**src/rtl/fifo_uart_tx_pkg.sv**
```systemverilog
// Shared types and constants for the FIFO-fed UART transmitter.
package fifo_uart_tx_pkg;

  typedef enum logic [2:0] {
    IDLE,
    FETCH,
    LOAD,
    START,
    DATA,
    PARITY,
    STOP
  } tx_state_t;

  localparam logic IDLE_LEVEL = 1'b1;

endpackage

```
**src/rtl/fifo_uart_tx_baud.sv**
```systemverilog
// uart_baud_tick: free-running bit-period divider, held at zero while clr is high.
module uart_baud_tick #(
  parameter int unsigned CLKS_PER_BIT = 16
) (
  input  logic clk,
  input  logic rst,
  input  logic clr,
  output logic tick
);

  localparam int unsigned CW = (CLKS_PER_BIT > 1) ? $clog2(CLKS_PER_BIT) : 1;
  localparam logic [CW-1:0] CNT_LAST = CW'(CLKS_PER_BIT - 1);

  logic [CW-1:0] cnt_q;
  logic [CW-1:0] cnt_d;

  always_comb begin
    tick  = !clr && (cnt_q == CNT_LAST);
    cnt_d = cnt_q + 1'b1;
    if (clr || tick) begin
      cnt_d = '0;
    end
  end

  always_ff @(posedge clk) begin
    if (rst) begin
      cnt_q <= '0;
    end else begin
      cnt_q <= cnt_d;
    end
  end

endmodule

```
**src/rtl/fifo_uart_tx.sv**
```systemverilog
// fifo_uart_tx: pops one FIFO word at a time and sends it as an LSB-first UART frame.
// Define FIFO_UART_TX_PARITY_EN to insert an even-parity bit between data and stop bits.
module fifo_uart_tx #(
  parameter int unsigned WIDTH        = 8,
  parameter int unsigned CLKS_PER_BIT = 16,
  parameter int unsigned STOP_BITS    = 1
) (
  input  logic             clk,
  input  logic             rst,
  input  logic             en,
  input  logic             fifo_empty,
  output logic             fifo_rd_en,
  input  logic [WIDTH-1:0] fifo_data,
  output logic             tx,
  output logic             busy,
  output logic             frame_done
);

  import fifo_uart_tx_pkg::*;

  localparam int unsigned BW = $clog2(WIDTH + 1);
  localparam logic [BW-1:0] BIT_LAST  = BW'(WIDTH - 1);
  localparam logic [BW-1:0] STOP_LAST = BW'(STOP_BITS - 1);

  tx_state_t        state_q, state_d;
  logic [WIDTH-1:0] shift_q, shift_d;
  logic [BW-1:0]    bit_q, bit_d;
`ifdef FIFO_UART_TX_PARITY_EN
  logic             parity_q, parity_d;
`endif

  logic baud_clr;
  logic tick;
  logic start_req;

  // Reset also masks the pop request so no word leaves the FIFO while held in reset.
  assign start_req = en && !fifo_empty && !rst;

  uart_baud_tick #(
    .CLKS_PER_BIT(CLKS_PER_BIT)
  ) u_baud (
    .clk (clk),
    .rst (rst),
    .clr (baud_clr),
    .tick(tick)
  );

  always_ff @(posedge clk) begin
    if (rst) begin
      state_q  <= IDLE;
      shift_q  <= '0;
      bit_q    <= '0;
`ifdef FIFO_UART_TX_PARITY_EN
      parity_q <= 1'b0;
`endif
    end else begin
      state_q  <= state_d;
      shift_q  <= shift_d;
      bit_q    <= bit_d;
`ifdef FIFO_UART_TX_PARITY_EN
      parity_q <= parity_d;
`endif
    end
  end

  // bit_q counts data bits in DATA and is reused to count stop bits in STOP.
  always_comb begin
    state_d  = state_q;
    shift_d  = shift_q;
    bit_d    = bit_q;
`ifdef FIFO_UART_TX_PARITY_EN
    parity_d = parity_q;
`endif
    case (state_q)
      IDLE: begin
        if (start_req) begin
          state_d = FETCH;
        end
      end
      FETCH: begin
        state_d = LOAD;
      end
      LOAD: begin
        shift_d  = fifo_data;
        bit_d    = '0;
`ifdef FIFO_UART_TX_PARITY_EN
        parity_d = ^fifo_data;
`endif
        state_d  = START;
      end
      START: begin
        if (tick) begin
          state_d = DATA;
        end
      end
      DATA: begin
        if (tick) begin
          shift_d = shift_q >> 1;
          if (bit_q == BIT_LAST) begin
            bit_d = '0;
`ifdef FIFO_UART_TX_PARITY_EN
            state_d = PARITY;
`else
            state_d = STOP;
`endif
          end else begin
            bit_d = bit_q + 1'b1;
          end
        end
      end
`ifdef FIFO_UART_TX_PARITY_EN
      PARITY: begin
        if (tick) begin
          state_d = STOP;
        end
      end
`endif
      STOP: begin
        if (tick) begin
          if (bit_q == STOP_LAST) begin
            bit_d   = '0;
            state_d = IDLE;
          end else begin
            bit_d = bit_q + 1'b1;
          end
        end
      end
      default: begin
        state_d = IDLE;
      end
    endcase
  end

  always_comb begin
    tx         = IDLE_LEVEL;
    fifo_rd_en = 1'b0;
    busy       = 1'b1;
    frame_done = 1'b0;
    baud_clr   = 1'b0;
    case (state_q)
      IDLE: begin
        busy       = 1'b0;
        baud_clr   = 1'b1;
        fifo_rd_en = start_req;
      end
      FETCH, LOAD: begin
        baud_clr = 1'b1;
      end
      START: begin
        tx = ~IDLE_LEVEL;
      end
      DATA: begin
        tx = shift_q[0];
      end
`ifdef FIFO_UART_TX_PARITY_EN
      PARITY: begin
        tx = parity_q;
      end
`endif
      STOP: begin
        frame_done = tick && (bit_q == STOP_LAST);
      end
      default: begin
        tx = IDLE_LEVEL;
      end
    endcase
  end

endmodule

```
**config.mk**
```make
export PLATFORM = sky130hd
export DESIGN_NAME = fifo_uart_tx
export DESIGN_NICKNAME = d
export VERILOG_FILES = /design/src/rtl/fifo_uart_tx_pkg.sv /design/src/rtl/fifo_uart_tx_baud.sv /design/src/rtl/fifo_uart_tx.sv
export SDC_FILE = /design/constraint.sdc
export NUM_CORES = 1
export LEC_CHECK = 0
export CAP_MARGIN = 5
export CORE_MARGIN = 2
export CORE_UTILIZATION = 30
export CTS_CLUSTER_DIAMETER = 60
export DETAILED_ROUTE_END_ITERATION = 16
export SYNTH_ARGS = -nofsm -noshare
export SYNTH_HDL_FRONTEND = slang
export SYNTH_SLANG_ARGS = --single-unit
```
**constraint.sdc**
```tcl
create_clock -name clk -period 4.3 [get_ports clk]
set_input_delay 0.645 -clock clk [delete_from_list [all_inputs] [get_ports clk]]
set_output_delay 0.645 -clock clk [all_outputs]
set_load 0.01 [all_outputs]
```
* After elaboration in Yosys (flattened, before gate mapping)
Index checks and enable logic that the tools add are counted.
Storage, ports and cells: register bits 19, bits of input ports 12, output and inout port bits 4, word-level logic and storage cells 55
Cells by class: add/sub/neg operators 2, equal/unequal tests 13, mux-type cells 19, reductions and logical operators 17
Operators by type and width (count):
- $mux 3 | 6
- $pmux 3 s6 | 1
- $mux 4 | 4
- $pmux 8 s2 | 1
- $ne 2x2->1 const B | 6
- $pmux 4 s3 | 1
- $add 4x1->4 const B | 2
- $mux 8 | 1
- $eq 3x2->1 const B | 2
- $eq 3x3->1 const B | 2
- $reduce_and 6->1 | 1
- $eq 4x3->1 const B | 1
- $eq 4x4->1 const B | 1
- $logic_and 1x1->1 | 4
- $logic_not 4->1 | 1
- $mux 1 | 4
- $eq 3x1->1 const B | 1
- $logic_not 1->1 | 3
- $logic_not 3->1 | 1
- $reduce_and 3->1 | 1
- $reduce_bool 3->1 | 1
- $reduce_or 3->1 | 1
- $pmux 1 s2 | 1
- $reduce_and 2->1 | 1
- 3 further kinds | 3

* Longest topological paths before layout
Gate-level depths: netlist of the first run.
depth in word-level cells 7, depth in mapped cells 6, depth with buffers taken out 6

* Hierarchy
Synthesis of the first run repeated with hierarchy kept, for this count alone.
Second synthesis, totals: cells, all modules 118, area total of the unflattened synthesis 1071.0 um2
By module, submodules not included:
- fifo_uart_tx | instances 1, cells an instance 102, area each 913.4 um2, seq. area each 300.3 um2
- uart_baud_tick | instances 1, cells an instance 16, area each 157.7 um2, seq. area each 80.1 um2

* Worst setup path before layout of the first run
OpenSTA, ideal clock, no wires.
kind input to output, from in rst, to out fifo_rd_en, arrival time 1266 ps, required time 3655 ps, path slack 2389 ps, stages 2, path through clkbuf_1 nor4_1
On the way: cells in the longest elaborated chain, start to end 3
RTL lines:
- start: declaration | RTL line fifo_uart_tx.sv:9 | input logic rst,
- $logic_not 1->1 | RTL line fifo_uart_tx.sv:37 | assign start_req = en && !fifo_empty && !rst;
- $logic_and 1x1->1 | RTL line fifo_uart_tx.sv:37
- $mux 1 | RTL line fifo_uart_tx.sv:140 | case (state_q)
- end: declaration | RTL line fifo_uart_tx.sv:12 | output logic fifo_rd_en,
No other way between the ends.

* Worst setup path in the final report of the first run
from reg state_q[0], to out tx
On the way: cells in the longest elaborated chain, start to end 2, elaborated cells on any way between the ends 3, classes of those cells eq/ne: 2; mux: 1
RTL lines:
- start: declaration | RTL line fifo_uart_tx.sv:25 | tx_state_t state_q, state_d;
- start signal: assignment | RTL line fifo_uart_tx.sv:57 | state_q <= state_d;
- $eq 3x3->1 / $eq 3x2->1 (equally long branches) | RTL line fifo_uart_tx.sv:140
- $pmux 1 s2 (*) | RTL line fifo_uart_tx.sv:140
- end: declaration | RTL line fifo_uart_tx.sv:14 | output logic tx,
Mark *: on every way between the ends. The rest lies on a longest branch, timed or not.

==> summary.md, run 1 <==
| Metric | Value |
|---|---|
| Highest Clock Rate | `356 MHz` |
| Top FF cell, synth | `dfxtp_1` |
| Clk sinks | `19` |
| Final Hold Fails | `0` |
| Synthesized instance count | `130` |
| Worst Path Required | `3650 ps` |
| CTS tree | `yes` |
| Ys Warns | `0` |
| Core ar. | `0.00339 sq mm` |
| Pwr Total | `~350 uW` |
| WL/cell | `12.2 um` |
| Synth top area share | `35.5%` |
| Largest fanout on the critical path | `27` |
| Leakage Power | `about 0.00042 uW` |
| Number of remaining DRC errors | `0` |
| Final Util | `a little under two fifths` |
| Port Buffers | `15` |
| Slew Limit Fails | `0` |
| Post-CTS setup buffers | `0` |
| CP Capture Type | `output port` |
| Slew margin rel. | `48.1%` |
| GRT Total Usage | `between 10% and 20%` |
| GP Congestion | `about 0.82` |
| Synth Register Bits | `19` |
| Crit path kind | `reg -> out` |
| Total of max-cap violations | `0` |
| CP max-delay cell | `dfxtp_1` |
| Top post-synthesis cells by count | `dfxtp_1 (19), a21oi_1 (16), or3_1 (11)` |
| Hold_buf cts | `0` |
| Clock Latency Late Sink | `300 ps` |
| Most numerous cell in the Yosys netlist | `dfxtp_1` |
| Worst hold path class | `reg -> reg` |
| Highest cell delay on the worst timing path | `840 ps` |
| Delay-heaviest family, CP | `flip-flops` |
| Setup TNS | `0 ps` |
| Worst r2r src | `state_q[0]$_SDFFE_PP0P_` |
| Area delta synth->final | `18.2%` |
| EDFF count, synth | `0` |
| Fraction of registers with async set/reset | `0%` |
| Initial drt markers | `32` |
| Worst EP arrival | `2160 ps` |
| ANT nets after route | `0` |
| Filler Cells Inserted | `344` |
| Mapped cell area | `between 0.001 and 0.0015 sq mm` |
| Startpoint Class | `flop` |
| Clk root buf | `clkbuf_4` |
| Area contributors post-synth | `dfxtp_1 (36%), a21oi_1 (7.5%), mux2i_1 (6.5%), or3_1 (6.4%), o21ai_0 (3.7%)` |
| Initial antenna violation count | `0` |
| Mapped Nets | `around 150` |
| Final min period | `2810 ps` |
| Resize count post-CTS | `0` |
| Vias in the first global route | `919` |
| Die area | `0.00406 sq mm` |
| 1st-pass router iterations | `4` |
| Clk buf depth | `2` |
| Crit-path cells | `nand2b_1 > nor3_1 > nor2_1 > clkdlybuf4s50_1` |
| FP Rows | `21` |
| CTS buffer count | `3` |
| Sequential fraction of the synthesis area | `35.5%` |
| Worst-path clk slew | `about 110 ps` |
| Chip height | `roughly 64 um` |
| Initial Util | `31.6%` |
| Depth of the CTS H-tree | `1` |
| Vias per cell | `5.09` |
| Synth Area per Inst | `8.24 sq um` |
| Final Setup Violations | `0` |
| WP buf/inv | `1` |
| IO Pins | `16` |
| Crit path launch | `state_q[0]$_SDFFE_PP0P_` |
| Pwr Density | `about 280 mW/mm^2` |
| Area leader, netlist | `dfxtp_1` |
| Hpwl dp | `1620 um` |
| Clk_skew | `2.83 ps` |
| Synth cell types | `37` |
| Via count | `951` |
| Overflow after GRT | `0` |
| Unrepaired setup endpoints after global routing | `no` |
| Hold_sp | `u_baud.cnt_q[0]$_SDFF_PP0_` |
| Status | `finished clean` |
| Nets | `157` |
| Max VDD drop | `0.000124 V` |
| Die Width | `63.8 um` |
| Slew @ Worst Pin | `775 ps` |
| First-pass GRT wire length | `3980 um` |
| Flop2flop setup slack | `2290 ps` |
| Share of layout cells above drive strength 1 | `7.09%` |
| Diodes inserted | `0` |
| Final period utilization | `65.3%` |
| Total wire length | `2280 um` |
| Pin count of the biggest net entering global routing | `28` |
## area by class of cell
cell class                      count  area, sq um  share of cell area (%)
Tap cell                           46         57.6                    4.55
Multi-Input combinational cell     96          621                    49.0
Inverter                            6         22.5                    1.78
Timing Repair Buffer               16          158                    12.5
Clock buffer                        3         22.5                    1.78
Clock inverter                      1         5.00                   0.395
Sequential cell                    19          380                    30.0
## final timing paths
kind                                                   end  cells past startpoint
worst max register to register     shift_q[0]$_SDFFE_PP0P_                      4
worst min register to register  u_baud.cnt_q[0]$_SDFF_PP0_                      1
worst max-delay path                                    tx                      4
worst min-delay path            u_baud.cnt_q[0]$_SDFF_PP0_                      1
## worst reg2reg max path, stage by stage (launching register included)
cell	delay, ps
dfxtp_1	570
nor3b_2	760
mux2i_1	160
or3_1	320
a21oi_1	140
## registers in the layout (all words and copies together), names as in the netlist
signal        count
u_baud.cnt_q      4
bit_q             4
shift_q           8
state_q           3
## through the flow
stage	area (sq um)	instances	setup slack, ps	hold slack (ps)
3_5_place_dp	1240	183	1550	440
3_3_place_gp	1240	183	1560	427
6_report	1270	187	1490	461
4_1_cts	1270	187	1480	464
2_1_floorplan	1070	130	2390	418
5_1_grt	1270	187	1340	498
## cells in the final DEF, fill, tap and decap left out, types with 2 or more instances in the layout
cell,instances
dfxtp_1,19
a21oi_1,16
clkdlybuf4s50_1,15
or3_1,11
nor2_1,9
o21ai_0,8
mux2i_1,7
inv_1,6
nand2_1,5
nor3_1,5
nand3_1,5
nand2b_1,3
ha_1,3
clkbuf_4,3
nor4_1,2
a2111oi_0,2
nand3b_1,2
## cells by family (layout without fill, tap and decap cells)
logic type      Yosys count  after routing  synth area share, %
buf+inv                  15             26                 6.54
flops                    19             19                 35.5
fa+ha+maj                 3              3                 3.51
xor+xnor                  2              2                 1.64
compound gates           36             36                 20.8
simple gates             48             48                 25.5
mux                       7              7                 6.54
## power breakdown
part	internal [uW]	switching (uW)	leakage [uW]	total, uW
clock	34.6	57.2	0.0000177	91.8
combinational	33.9	28.4	0.000248	62.2
sequential	184	16.4	0.000154	201
## per-layer routing
metal	GRT usage, %	vias to the layer above	share of wire (%)
met5	0	-	0
met4	6.52	0	1.2
met3	0.704	2	1.8
met2	22.1	16	51
met1	14.1	435	46
li1	-	498	-
No activity file was read; power rests on OpenSTA's default activity.
==> run 2: changes to the inputs <==
==> constraint.sdc (replaced) <==
create_clock -name clk -period 2.5 [get_ports clk]
set_input_delay 0.375 -clock clk [delete_from_list [all_inputs] [get_ports clk]]
set_output_delay 0.375 -clock clk [all_outputs]
set_load 0.01 [all_outputs]
==> summary.md, run 2 (synthesized netlist as in run 1, its figures left out) <==
| Metric | Value |
|---|---|
| Clk buf depth | `2 (unchanged)` |
| Pin count of the biggest net entering global routing | `21 (was 28)` |
| Hpwl dp | `1730 um (was 1620 um)` |
| Final Setup Violations | `0 (unchanged)` |
| Diodes inserted | `0 (unchanged)` |
| Finished Layout Cells | `189 (was 187)` |
| Total of max-cap violations | `0 (unchanged)` |
| Setup TNS | `0 ps (unchanged)` |
| FP Rows | `21 (unchanged)` |
| Slew @ Worst Pin | `532 ps (was 775 ps)` |
| DRT met1 WL | `1120 um (was 1050 um)` |
| Vias per cell | `5.15 (was 5.09)` |
| Met2 wire length | `1180 um (was 1160 um)` |
| Uppermost layer routed | `met4 (unchanged)` |
| Overflow after GRT | `0 (unchanged)` |
| Clk_skew | `4.44 ps (was 2.83 ps)` |
| Resize count post-CTS | `0 (unchanged)` |
| ANT nets after route | `0 (unchanged)` |
| Largest regs | `shift_q x8, bit_q x4, u_baud.cnt_q x4 (unchanged)` |
| Unrepaired setup endpoints after global routing | `no (unchanged)` |
| Most flops, register | `shift_q (unchanged)` |
| Largest fanout on the critical path | `5 (was 27)` |
| GRT Total Usage | `12.7% (was 12.1%)` |
| Worst-path clk slew | `120 ps (was 110 ps)` |
| Chip height | `63.8 um (unchanged)` |
| Clk root buf | `clkbuf_4 (unchanged)` |
| Area delta synth->final | `20.9% (was 18.2%)` |
| Share of layout cells above drive strength 1 | `9.79% (was 7.09%)` |
| Initial Util | `31.6% (unchanged)` |
| GP Congestion | `0.759 (was 0.824)` |
| Die area | `0.00406 sq mm (unchanged)` |
| Status | `finished clean (unchanged)` |
| Final Util | `38.2% (was 37.4%)` |
| Final period utilization | `93.7%` |
| First-pass GRT wire length | `4130 um (was 3980 um)` |
| Highest Clock Rate | `between 400 and 500 MHz` |
| Placed cell count | `185 (was 183)` |
| Die Width | `63.8 um (unchanged)` |
| Vias in the first global route | `914 (was 919)` |
| Commonest non-fill, non-tap cell in the layout | `dfxtp_1 (unchanged)` |
| 1st-pass router iterations | `4 (unchanged)` |
| Nets | `159 (was 157)` |
| Depth of the CTS H-tree | `1 (unchanged)` |
| Most frequent cells in the layout | `dfxtp_1 (19), a21oi_1 (16), clkdlybuf4s50_1 (15), or3_1 (11), nor2_1 (9) (unchanged)` |
| CTS buffer count | `3 (unchanged)` |
| Final Hold Fails | `0 (unchanged)` |
| Clk sinks | `19 (unchanged)` |
| Clock Latency Late Sink | `300 ps (about the same)` |
| CP Capture Type | `output port (unchanged)` |
| Leakage Power | `0.000435 uW (was 0.000420 uW)` |
| Startpoint Class | `flop (unchanged)` |
| Max VDD drop | `0.000189 V (was 0.000124 V)` |
| Via count | `974 (was 951)` |
| Worst hold path class | `reg -> reg (unchanged)` |
| Port Buffers | `15 (unchanged)` |
| Slew margin rel. | `64.5% (was 48.1%)` |
| Pwr Density | `477 mW/mm^2 (was 280 mW/mm^2)` |
| Slew Limit Fails | `0 (unchanged)` |
| Max reg flops | `8 (unchanged)` |
| Met3 routed wirelength | `59 um (was 42 um)` |
| CTS tree | `yes (unchanged)` |
| Number of remaining DRC errors | `0 (unchanged)` |
| Worst Path Required | `2120 ps (was 3650 ps)` |
| Crit path kind | `reg -> out (unchanged)` |
| IO Pins | `16 (unchanged)` |
| Initial antenna violation count | `0 (unchanged)` |
| Initial drt markers | `23 (was 32)` |
| Core ar. | `0.00339 sq mm (unchanged)` |
| Worst EP arrival | `1970 ps (was 2160 ps)` |
| Hold_buf cts | `0 (unchanged)` |
| WL/cell | `12.7 um (was 12.2 um)` |
| Post-CTS setup buffers | `0 (unchanged)` |
| Final min period | `2340 ps` |
| Total wire length | `2400 um (was 2280 um)` |
run 2: layout make-up:
cell class,instances,area [sq um]
Fill cell,360,2090
Timing Repair Buffer,18,173
Tap cell,46,57.6
Sequential cell,19,380
Clock inverter,1,5.00
Clock buffer,3,22.5
Inverter,6,22.5
Multi-Input combinational cell,96,634
run 2: per-layer routing:
metal  global-route usage, %  vias up
met4                    6.52        0
met3                   0.528        4
met1                    17.5      457
met2                    20.1       16
met5                       0        -
li1                        -      497
run 2: report_power, final:
part	internal (uW)	total, uW	switching [uW]	leakage [uW]
clock	59.6	161	101	0.0000177
sequential	317	340	22.2	0.000154
combinational	61.0	117	56.2	0.000263
run 2: critical path, stage by stage, from the launching register on:
cell	delay [ps]
dfxtp_1	390
ha_2	240
and3_2	250
nand3_1	110
nor2_1	140
clkdlybuf4s50_1	540
run 2: worst paths after layout:
check / startpoint / end / slack [ps] / cells after the start
max reg2reg: state_q[0]$_SDFFE_PP0P_ / shift_q[1]$_SDFFE_PP0P_ / 730 / 6
min: u_baud.cnt_q[0]$_SDFF_PP0_ / u_baud.cnt_q[0]$_SDFF_PP0_ / 470 / 1
max: u_baud.cnt_q[0]$_SDFF_PP0_ / frame_done / 160 / 5
min reg2reg: u_baud.cnt_q[0]$_SDFF_PP0_ / u_baud.cnt_q[0]$_SDFF_PP0_ / 470 / 1
run 2: metrics by stage:
step                      setup WS (ps)  total power [uW]  area [sq um]  hold WS (ps)
after floorplan                     951               421          1070           418
after global placement              432               460          1250           428
after detailed placement            383               464          1250           450
after CTS                          28.0               629          1280           473
after global routing               9.98               666          1290           505
final                               157               618          1290           472
==> edit: new RTL, config.mk and constraints of run 2 <==
`WIDTH`: 8 -> 4.
--- a/src/rtl/fifo_uart_tx.sv
+++ b/src/rtl/fifo_uart_tx.sv
@@ -2,5 +2,5 @@
 // Define FIFO_UART_TX_PARITY_EN to insert an even-parity bit between data and stop bits.
 module fifo_uart_tx #(
-  parameter int unsigned WIDTH        = 8,
+  parameter int unsigned WIDTH        = 4,
   parameter int unsigned CLKS_PER_BIT = 16,
   parameter int unsigned STOP_BITS    = 1
Ports: changed (resized fifo_data); port bits go from 16 to 12. No check against the original RTL was run, so the function may have changed too.
==> edit against run 2 <==
- power is 18% lower
- largest cell class unchanged
- routed wire length shrank 17%
- combinational power is 27% lower
- final area down 17%
- setup slack gained 0.030 ns
- sequential cell count decreased by 5
- fmax is 1.3% higher
- sequential share of layout area fell by 3.2 points
- synthesized area shrank 15%
- register-to-register slack improved by 0.17 ns
==> edit: results (changes against run 2) <==
status: "finished clean"
rr_startpoint: "u_baud.cnt_q[0]"
cts_resized: 0  # unchanged
nFillCells: 325  # -9.7%
grt.total_usage: 0.122  # -0.00503
synth_xor_area_frac: 0.0192  # +0.00282
synth-adder-area-share: 0.0685  # +0.0334
hpwl_um: 1450  # -16%
crit_arrival_ns: 1.94  # -0.03 ns
met1_length_um: 1040  # -7.1%
vias_per_cell: 5.65  # +9.6%
worst_hold_path.endpoint: "u_baud.cnt_q[0]"
wl_met2_um: 839  # -29%
synth_compound_area_frac: 0.251  # +0.0427
ys_seq_area_frac: 0.307  # -0.0483
final_nets: 121  # -24%
pre_cts_ws_ns: 0.470  # +0.0869 ns
tightest_slew_ns: 0.560  # +0.0277 ns
first_global_vias: 724  # -21%
synthTopCellsByCount: "dfxtp_1, inv_1, ha_1, nand2b_1"
port_buffers: 11  # -4
cp_slowest_cell: "dfxtp_1"
yosysUniqueCellTypes: 44  # +19%
synthArstFlopShare: 0  # unchanged
cp_slowest_stage_delay_ns: 0.62  # +0.08 ns
r2r_slack_ns: 0.90  # +0.17 ns
timing.hold.ws_ns: 0.476  # +0.00444 ns
clk_pin_slew_ns: 0.09  # -0.03 ns
synth.top_cells.by_area: "dfxtp_1, ha_1, mux2i_1"
worst-path-max-fanout: 12  # +7
avgRoutedWirePerCell_um: 14.2  # +12%
drive_gt1_frac: 0.150  # +0.0516
grt_pass1_wl_um: 3300  # -20%
wl_met3_um: 76  # +29%
syn_nets: 110  # -24%
reg_top3: "shift_q (4), u_baud.cnt_q (4)"
r2r-end: "bit_q[2]"
root_buffer: "clkbuf_4"
ys.flop_type: "dfxtp_1"
drc: 0  # unchanged
leakagePower_nw: 0.396  # -8.8%
n_antenna_cell: 0  # unchanged
drtIter0Drc: 28  # +22%
max-clock-path-buffers: 2  # unchanged
hold_path_class: "reg -> reg"
grt_max_degree: 16  # -24%
rr_worst_depth: 4  # -2
synthMuxAreaShare: 0.0438  # -0.0216
clock_skew_ns: 0.00195  # -0.00249 ns
dr.pass1.iters: 4  # unchanged
max-vdd-ir-drop_v: 0.000126  # -33%
min-delay-start: "u_baud.cnt_q[0]"
gp_congestion: 0.816  # +7.5%
hold_depth: 1  # unchanged
[edit: layer usage]
| metal | GRT usage | vias up |
|---|---|---|
| met3 | 0.0153 | 4 |
| met4 | 0.0487 | 0 |
| met2 | 0.189 | 23 |
| met1 | 0.171 | 380 |
| li1 | - | 384 |
| met5 | 0 | - |
[edit: worst register-to-register path: cells and delay by family (launching register included)]
| family | cells | cell delay (ns) |
|---|---|---|
| AOI/OAI and AO/OA | 2 | 0.41 |
| adders and majority gates | 1 | 0.26 |
| DFF | 1 | 0.37 |
| and+or+nand+nor | 1 | 0.48 |
[edit: how the worst max path moves through the flow]
stage,cells after the start,startpoint,slack [ns],to
3_5_place_dp,4,fifo_empty,0.47,fifo_rd_en
3_3_place_gp,4,fifo_empty,0.49,fifo_rd_en
4_1_cts,4,state_q[2],0.18,tx
5_1_grt,3,state_q[1],0.03,frame_done
2_1_floorplan,4,state_q[0],1.0,fifo_rd_en
6_report,4,state_q[2],0.19,tx
[edit: per-stage QoR]
stage | utilization | power (mW) | area (sq um) | instances
after floorplan | - | 0.316 | 913 | 97
after global placement | 0.347 | 0.343 | 1030 | 136
after detailed placement | 0.347 | 0.345 | 1030 | 136
after CTS | 0.359 | 0.515 | 1070 | 140
after global routing | 0.359 | 0.534 | 1070 | 140
final | 0.359 | 0.509 | 1070 | 140
[edit: power by group]
part | leakage [nW] | internal [mW] | switching (mW)
logic | 0.261 | 0.0457 | 0.0402
registers | 0.114 | 0.234 | 0.0193
clock network | 0.0210 | 0.0888 | 0.0806
[edit: area by class of cell]
type / count / share of cell area
sequential: 14 / 0.262
inverter: 9 / 0.0316
clock buffer: 4 / 0.0339
multi-input combinational: 68 / 0.524
tap: 33 / 0.0386
timing repair buffer: 12 / 0.110
[edit: logic make-up (layout without fill, tap and decap cells)]
kind of cell             Yosys count  after routing
multiplexers                       4              4
buffers and inverters             15             25
adder cells (fa/ha/maj)            5              5
AO/OA/AOI/OAI                     26             26
XOR/XNOR                           2              2
flip-flops                        14             14
AND/OR/NAND/NOR                   31             31
